### src/rtl/spi_cond_pkg.sv
// -----------------------------------------------------------------------------
// spi_cond_pkg
// Shared constants for the SPI input conditioner:
//   - channel indices (sclk, cs, mosi),
//   - default filter depth and per-channel reset levels,
//   - glitch counter width,
//   - a helper that sizes the stability counter.
// Optional feature macro used by the other files: SPI_COND_GLITCH_CNT_EN.
// -----------------------------------------------------------------------------
package spi_cond_pkg;

  localparam int NCH_DEF = 3;

  localparam int CH_SCLK = 0;
  localparam int CH_CS   = 1;
  localparam int CH_MOSI = 2;

  localparam int         WAIT_DEF      = 3;
  localparam logic [2:0] RESET_VAL_DEF = 3'b010;  // cs idles high

  localparam int GLITCH_W = 8;

  // Stability counter width. It only has to hold 0..WAIT-1, because it
  // clears on acceptance. The result is never narrower than one bit.
  function automatic int cnt_width(input int wait_cycles);
    return (wait_cycles < 2) ? 1 : $clog2(wait_cycles + 1);
  endfunction

endpackage

### src/rtl/spi_input_conditioner_if.sv
// -----------------------------------------------------------------------------
// spi_input_conditioner_if
// This interface carries the signals between the raw SPI pins and the conditioned outputs.
//   pins_raw    raw asynchronous pins (bit0=sclk, bit1=cs, bit2=mosi)
//   cond        conditioned levels
//   rise/fall   one-cycle edge pulses on accepted level changes
//   glitch_cnt  8 bits per channel. It is present only when SPI_COND_GLITCH_CNT_EN is defined.
// Modports:
//   master  drives the pins and observes the outputs (pad side / bench)
//   slave   the conditioner itself
// -----------------------------------------------------------------------------
interface spi_input_conditioner_if
  import spi_cond_pkg::*;
#(
  parameter int NCH = NCH_DEF
);

  logic [NCH-1:0] pins_raw;
  logic [NCH-1:0] cond;
  logic [NCH-1:0] rise;
  logic [NCH-1:0] fall;

`ifdef SPI_COND_GLITCH_CNT_EN
  logic [GLITCH_W*NCH-1:0] glitch_cnt;

  modport master (output pins_raw, input cond, input rise, input fall, input glitch_cnt);
  modport slave  (input pins_raw, output cond, output rise, output fall, output glitch_cnt);
`else
  modport master (output pins_raw, input cond, input rise, input fall);
  modport slave  (input pins_raw, output cond, output rise, output fall);
`endif

endinterface

### src/rtl/input_conditioner_ch.sv
// -----------------------------------------------------------------------------
// input_conditioner_ch
// This module conditions a single pin. The pin passes through a 2-flop synchronizer.
// A level change is accepted only after the synchronized value has differed from the
// current level for WAIT consecutive cycles. On acceptance the module emits a
// registered one-cycle rise or fall pulse.
// Ports:
//   clk, reset  clock and asynchronous active-high reset
//   pin_raw     asynchronous pin
//   cond        filtered level; it resets to RST_LVL
//   rise/fall   one-cycle pulses on accepted 0->1 / 1->0 changes
//   glitch_cnt  saturating count of rejected glitches. It exists only when
//               SPI_COND_GLITCH_CNT_EN is defined.
// -----------------------------------------------------------------------------
module input_conditioner_ch
  import spi_cond_pkg::*;
#(
  parameter int   WAIT    = WAIT_DEF,
  parameter logic RST_LVL = 1'b0
) (
  input  logic                clk,
  input  logic                reset,
  input  logic                pin_raw,
  output logic                cond,
  output logic                rise,
  output logic                fall
`ifdef SPI_COND_GLITCH_CNT_EN
  ,
  output logic [GLITCH_W-1:0] glitch_cnt
`endif
);

  localparam int             CNT_W    = cnt_width(WAIT);
  localparam logic [CNT_W-1:0] CNT_LAST = CNT_W'(WAIT - 1);

  logic             sync1_reg;
  logic             sync2_reg;
  logic             cond_reg, cond_next;
  logic             rise_reg, rise_next;
  logic             fall_reg, fall_next;
  logic [CNT_W-1:0] cnt_reg, cnt_next;

  always_ff @(posedge clk or posedge reset) begin
    if (reset) begin
      sync1_reg <= RST_LVL;
      sync2_reg <= RST_LVL;
      cond_reg  <= RST_LVL;
      rise_reg  <= 1'b0;
      fall_reg  <= 1'b0;
      cnt_reg   <= '0;
    end else begin
      sync1_reg <= pin_raw;
      sync2_reg <= sync1_reg;
      cond_reg  <= cond_next;
      rise_reg  <= rise_next;
      fall_reg  <= fall_next;
      cnt_reg   <= cnt_next;
    end
  end

  // The counter tracks how long sync2 has disagreed with cond. Any agreement
  // clears it, so a short excursion leaves no trace on cond or the pulses.
  always_comb begin
    cond_next = cond_reg;
    cnt_next  = '0;
    rise_next = 1'b0;
    fall_next = 1'b0;
    if (sync2_reg != cond_reg) begin
      if (cnt_reg == CNT_LAST) begin
        cond_next = sync2_reg;
        rise_next = sync2_reg;
        fall_next = ~sync2_reg;
      end else begin
        cnt_next = cnt_reg + 1'b1;
      end
    end
  end

  assign cond = cond_reg;
  assign rise = rise_reg;
  assign fall = fall_reg;

`ifdef SPI_COND_GLITCH_CNT_EN
  logic [GLITCH_W-1:0] glitch_reg, glitch_next;

  // A glitch is an excursion that ended before acceptance. That shows up as
  // agreement while the counter is still non-zero.
  always_comb begin
    glitch_next = glitch_reg;
    if ((sync2_reg == cond_reg) && (cnt_reg != '0) && (glitch_reg != '1)) begin
      glitch_next = glitch_reg + 1'b1;
    end
  end

  always_ff @(posedge clk or posedge reset) begin
    if (reset) begin
      glitch_reg <= '0;
    end else begin
      glitch_reg <= glitch_next;
    end
  end

  assign glitch_cnt = glitch_reg;
`endif

endmodule

### src/rtl/spi_input_conditioner.sv
// -----------------------------------------------------------------------------
// spi_input_conditioner
// This module is the front end between the raw SPI pins and the SPI memory core. It
// builds NCH independent conditioning channels (bit0=sclk, bit1=cs, bit2=mosi).
// Each channel has a synchronizer, a glitch filter and edge pulses.
// Ports:
//   clk    system clock
//   reset  asynchronous active-high reset
//   bus    spi_input_conditioner_if.slave: pins_raw in; cond, rise, fall out.
//          glitch_cnt is also out when SPI_COND_GLITCH_CNT_EN is defined.
// Note for consumers: the sclk period must exceed 2*(WAIT+1) clk cycles.
// -----------------------------------------------------------------------------
module spi_input_conditioner
  import spi_cond_pkg::*;
#(
  parameter int             NCH       = NCH_DEF,
  parameter int             WAIT      = WAIT_DEF,
  parameter logic [NCH-1:0] RESET_VAL = NCH'(RESET_VAL_DEF)
) (
  input logic                    clk,
  input logic                    reset,
  spi_input_conditioner_if.slave bus
);

  for (genvar gi = 0; gi < NCH; gi++) begin : g_ch
    input_conditioner_ch #(
      .WAIT    (WAIT),
      .RST_LVL (RESET_VAL[gi])
    ) u_ch (
      .clk        (clk),
      .reset      (reset),
      .pin_raw    (bus.pins_raw[gi]),
      .cond       (bus.cond[gi]),
      .rise       (bus.rise[gi]),
      .fall       (bus.fall[gi])
`ifdef SPI_COND_GLITCH_CNT_EN
      ,
      .glitch_cnt (bus.glitch_cnt[GLITCH_W*gi +: GLITCH_W])
`endif
    );
  end

endmodule
### src/flat_wrapper.sv
// flat-port wrapper written by rule: the top's interface ports become plain ports
module spi_input_conditioner_flat import spi_cond_pkg::*;
#(
  parameter int             NCH       = NCH_DEF,
  parameter int             WAIT      = WAIT_DEF,
  parameter logic [NCH-1:0] RESET_VAL = NCH'(RESET_VAL_DEF)
)
  (clk, reset, bus_pins_raw, bus_cond, bus_rise, bus_fall);
  spi_input_conditioner_if #(.NCH(NCH)) bus_i ();
  input logic clk;
  input logic reset;
  input wire logic [$bits(bus_i.pins_raw)-1:0] bus_pins_raw;
  output wire logic [$bits(bus_i.cond)-1:0] bus_cond;
  output wire logic [$bits(bus_i.rise)-1:0] bus_rise;
  output wire logic [$bits(bus_i.fall)-1:0] bus_fall;
  assign bus_i.pins_raw = bus_pins_raw;
  assign bus_cond = bus_i.cond;
  assign bus_rise = bus_i.rise;
  assign bus_fall = bus_i.fall;
  spi_input_conditioner #(.NCH(NCH), .WAIT(WAIT), .RESET_VAL(RESET_VAL)) u_core (.clk(clk), .reset(reset), .bus(bus_i));
endmodule
### config.mk
export PLATFORM = sky130hd
export DESIGN_NAME = spi_input_conditioner_flat
export DESIGN_NICKNAME = d
export VERILOG_FILES = /design/src/rtl/spi_cond_pkg.sv /design/src/rtl/spi_input_conditioner_if.sv /design/src/rtl/input_conditioner_ch.sv /design/src/rtl/spi_input_conditioner.sv /design/src/flat_wrapper.sv
export SDC_FILE = /design/constraint.sdc
export NUM_CORES = 1
export LEC_CHECK = 0
export CORE_MARGIN = 5
export CORE_UTILIZATION = 49
export DETAILED_ROUTE_END_ITERATION = 6
export GPL_ROUTABILITY_DRIVEN = 0
export PLACE_DENSITY = 0.79
export SYNTH_ARGS = -nofsm -noshare
export SYNTH_HDL_FRONTEND = slang
export SYNTH_SLANG_ARGS = --single-unit
### constraint.sdc
create_clock -name clk -period 1.25 [get_ports clk]
set_input_delay 0.25 -clock clk [delete_from_list [all_inputs] [get_ports clk]]
set_output_delay 0.25 -clock clk [all_outputs]
set_load 0.03 [all_outputs]
Word level (Yosys, flattened, before mapping)
Cells that the tools add are included.
{"block": "totals", "ff_bits": 21, "latchBits": 0, "ramBits": 0, "rom_bits": 0, "out_inout_bits": 9, "wordCells": 51, "n_memories": 0}
{"block": "classes", "n_addsub": 3, "n_mul": 0, "div": 0, "n_lt_le_gt_ge": 0, "n_eq_ne": 6, "n_shift": 0, "muxes": 18, "n_bitwise": 3, "reduce_logical": 3}
{"cell": "$mux 1", "count": 12}
{"cell": "$mux 2", "count": 6}
{"cell": "$add 2x1->2 const B", "count": 3}
{"cell": "$eq 2x2->1 const B", "count": 3}
{"cell": "$reduce_and 2->1", "count": 3}
{"cell": "$ne 1x1->1", "count": 3}
{"cell": "$not 1->1", "count": 3}

Depth between registers and ports, before layout
{"block": "depth", "depth_word": 3, "mapped_depth": 2}

Hierarchy
Synthesis repeated with hierarchy kept, for this count alone.
{"block": "hier_totals", "hier_cells": 45, "area_unflattened_um2": 735.7}
{"module": "input_conditioner_ch at u_core.g_ch[0].u_ch ...", "n_inst": 2, "cells_per_inst": 15, "area_per_inst_um2": 244.0, "seq_area_each_um2": 175.2}
{"module": "input_conditioner_ch at u_core.g_ch[1].u_ch", "n_inst": 1, "cells_per_inst": 15, "area_per_inst_um2": 247.7, "seq_area_each_um2": 178.9}

Worst setup path after synthesis
No wires, ideal clock.
{"block": "synth_timing", "path_type": "register to register", "from": "reg u_core.g_ch[2].u_ch.cnt_reg[0]", "to": "reg u_core.g_ch[2].u_ch.cond_reg", "setup_ns": 0.125, "arrival_ns": 0.826, "required_time_ns": 1.125, "setup_slack_ns": 0.299, "stages_incl_launch_ff": 3, "synth_period_minus_slack_ns": 0.951, "cell_sequence": "dfrtp_1 -> nor2b_4 -> mux2_2"}
{"block": "synth_between", "elab_chain_cells": 2}
{"element": "start: declaration", "line": "input_conditioner_ch.sv:41", "rtl": "logic [CNT_W-1:0] cnt_reg, cnt_next;"}
{"element": "start signal: assignment", "line": "input_conditioner_ch.sv:57", "rtl": "cnt_reg <= cnt_next;"}
{"element": "$eq 2x2->1", "line": "input_conditioner_ch.sv:69", "rtl": "if (cnt_reg == CNT_LAST) begin"}
{"element": "$reduce_and 2->1 (no source line)"}
{"element": "end signal: assignment", "line": "input_conditioner_ch.sv:54", "rtl": "cond_reg <= cond_next;"}
{"element": "end: declaration", "line": "input_conditioner_ch.sv:38", "rtl": "logic cond_reg, cond_next;"}
Every way passes these cells.
A chain may end at the register's enable or synchronous reset.

Final worst setup path
{"block": "layout_timing", "from": "reg u_core.g_ch[1].u_ch.cond_reg", "to": "out bus_cond[1]"}
{"element": "start: declaration", "line": "input_conditioner_ch.sv:38"}
{"element": "start signal: assignment", "line": "input_conditioner_ch.sv:54"}
{"element": "end: declaration", "line": "flat_wrapper.sv:13", "rtl": "output wire logic [$bits(bus_i.cond)-1:0] bus_cond;"}
No word-level cell between the ends.

==> run metrics <==
nets=a little under 70; Bufs and invs on worst path=1; hold_buf cts=0; FF+latch area=around 530 µm²; Period minus WS final=roughly 1200 ps; asr flop ratio synth=100%; CTS tree=built; ys flop type=dfrtp_1; Vias=around 370; Critical Path Sink Type=output port; critical path class=register to output port; Initial Utilization=roughly 52%; Worst path max stage delay=around 560 ps; P&R area growth vs syn=15.0%; count leader, synth=dfrtp_1; Pint=roughly 1300 µW; f_max=a little over 800 MHz; top post-synthesis cells by area=dfrtp_1, dfstp_2, buf_4; Hold Path Class=input port to asynchronous set/reset pin; share of power burned in registers=between 50% and 60%; Slowest-stage cell, CP=dfstp_2; WP depth=1; Reg clk slew, reported paths=around 110 ps; Max FO, Critical Path=2; worst path arrival time=just under 1000 ps; layout cells sized above 1=around two fifths; max-slew violation count=0; Switching Power=approximately 650 µW; largest area contributor in the netlist=dfrtp_1; Slew HR=roughly 83%; htree depth=1; Worst-Skew Late Latency=300 ps; Hold Slack=259 ps; die height=just over 50 µm; Core Area=between 0.0015 and 0.002 mm²; unrepaired setup endpoints after global routing=true; Ant. Diodes=0; type of origin of the critical path=register; MaxCap Viol Count=0; share of the synthesized area in the top cell type=between 50% and 60%; worst clock skew=7.46 ps; sequential share of the synthesized area=between 60% and 70%; Leak=around 0.00042 µW; syn avg cell area=roughly 15 µm²; Clock Tree Buf Depth=2; GRT overflow=0; clock share of power=~16%; CTS buffer count=3; DRC Markers=0; CTS root buf=clkbuf_4; Detailed Routing Iterations Pass 1=2; Die W=between 50 and 60 µm; DRT iter0 DRCs=3; num rows=14; top-level I/O count=14; sw frac=33.0%; Mapped Area=around 790 µm²; Syn Nets=57; worst-margin pin slew=between 200 and 300 ps; EDFF count, synth=0; Wirelength per Cell=13.3 µm; antenna-violating nets left=0; Mapped Cells=52; Setup TNS=0 ps; Post-synth top cells=dfrtp_1, buf_4, nor3b_1; CP top delay family=flip-flops; Worst EP required=1000 ps; Vias per Instance=~4.8; FF-to-FF path depth=3; Unique masters post-synth=12; # setup viols final=0; vias in the first global route=between 400 and 500; flop and latch count out of synthesis=21; max reg flops=6; status=complete, no violations; pin count of the biggest net entering global routing=22; die area=approximately 0.0025 mm²; worst vdd ir=around 0.85 mV; Multi-input gate area=roughly 190 µm²; Logic pwr share=between 30% and 40%; first-pass GRT wire length=about 1800 µm; fin crit share=a little over nine tenths; drt total wl=approximately 1000 µm; final hold viol count=0; Sink Count=21; Port-buffer cells=13; CP cell instances=buf_6; Total GRT Usage=9.91%; r2r setup slk=around 220 ps; initial antenna violation count=0; # fillers=119; Ys Warns=0; pwr dens=2170 mW/mm²
-- path summary, 6_finish.rpt --
path                                                from                              to
min in group clk                         bus_pins_raw[1]   u_core.g_ch[1].u_ch.sync1_reg
hold reg to reg            u_core.g_ch[0].u_ch.sync1_reg   u_core.g_ch[0].u_ch.sync2_reg
setup / recovery                u_core.g_ch[1].u_ch.cond                     bus_cond[1]
setup reg to reg                u_core.g_ch[1].u_ch.cond  u_core.g_ch[1].u_ch.cnt_reg[1]
max in group asynchronous                          reset   u_core.g_ch[1].u_ch.sync1_reg
hold / removal                                     reset        u_core.g_ch[1].u_ch.fall
-- cell usage in the layout (no fill, tap or decap) --
master and instances:
inv_1 1, and3b_1 2, dfstp_2 3, clkdlybuf4s50_1 4, nand2b_4 2, dfrtp_1 18, buf_4 5, mux2_4 2
buf_2 1, clkdlybuf4s15_2 4, buf_6 1, nor3_1 3, mux2_2 1, clkinv_2 1, nor3b_1 7, nor2b_4 1
xnor2_1 3, clkbuf_4 3
-- cell type report --
type	instances	area share, %
flip-flops and latches	21	57.9
well taps	16	2.19
repair buffers	15	15.2
inverters	1	0.411
multi-input cells	21	21.2
clock inverters	1	0.548
clock buffers	3	2.47
-- cell families (layout without fill, tap and decap cells) --
family                    after synthesis  count (layout)  synth area share [%]
DFF                                    21              21                  66.6
muxes                                   3               3                  5.20
and+or+nand+nor                        15              15                  15.9
buffers and inverters                  10              20                  8.98
xor gates and xnor gates                3               3                  3.31
-- routing by layer --
metal / vias up / track usage [%] / routed length (µm)
met4: 0 / 6.55 / 0
met1: 182 / 11.9 / 403
met3: 0 / 2.66 / 69
met5: - / 0 / 0
met2: 8 / 15.5 / 567
li1: 183 / - / -
-- timing repair --
item	4_1_cts	5_1_grt
setup endpoints to repair	6	2
gates cloned	0	0
endpoints found under the hold margin	0	0
setup buffers	1	0
resized for setup	16	2
-- power by group through the flow --
stage          Clock, µW  Sequential [µW]  Combinational [µW]
5_1_grt              354             1030                 719
3_3_place_gp           0             1010                 615
3_5_place_dp           0             1030                 639
6_report             312             1000                 672
4_1_cts              323             1000                 686
2_1_floorplan          0              993                 560
-- metrics by stage --
step	instances	util [%]	total power [µW]	setup WS, ps	instance area (µm²)
6_report	78	59.9	1990	14.4	913
5_1_grt	78	59.9	2100	-25.0	913
4_1_cts	78	60.3	2010	9.43	920
3_5_place_dp	73	57.4	1670	35.6	875
3_3_place_gp	73	57.4	1630	39.9	875
2_1_floorplan	52	-	1550	299	795
No activity file was read; power rests on OpenSTA's default activity.
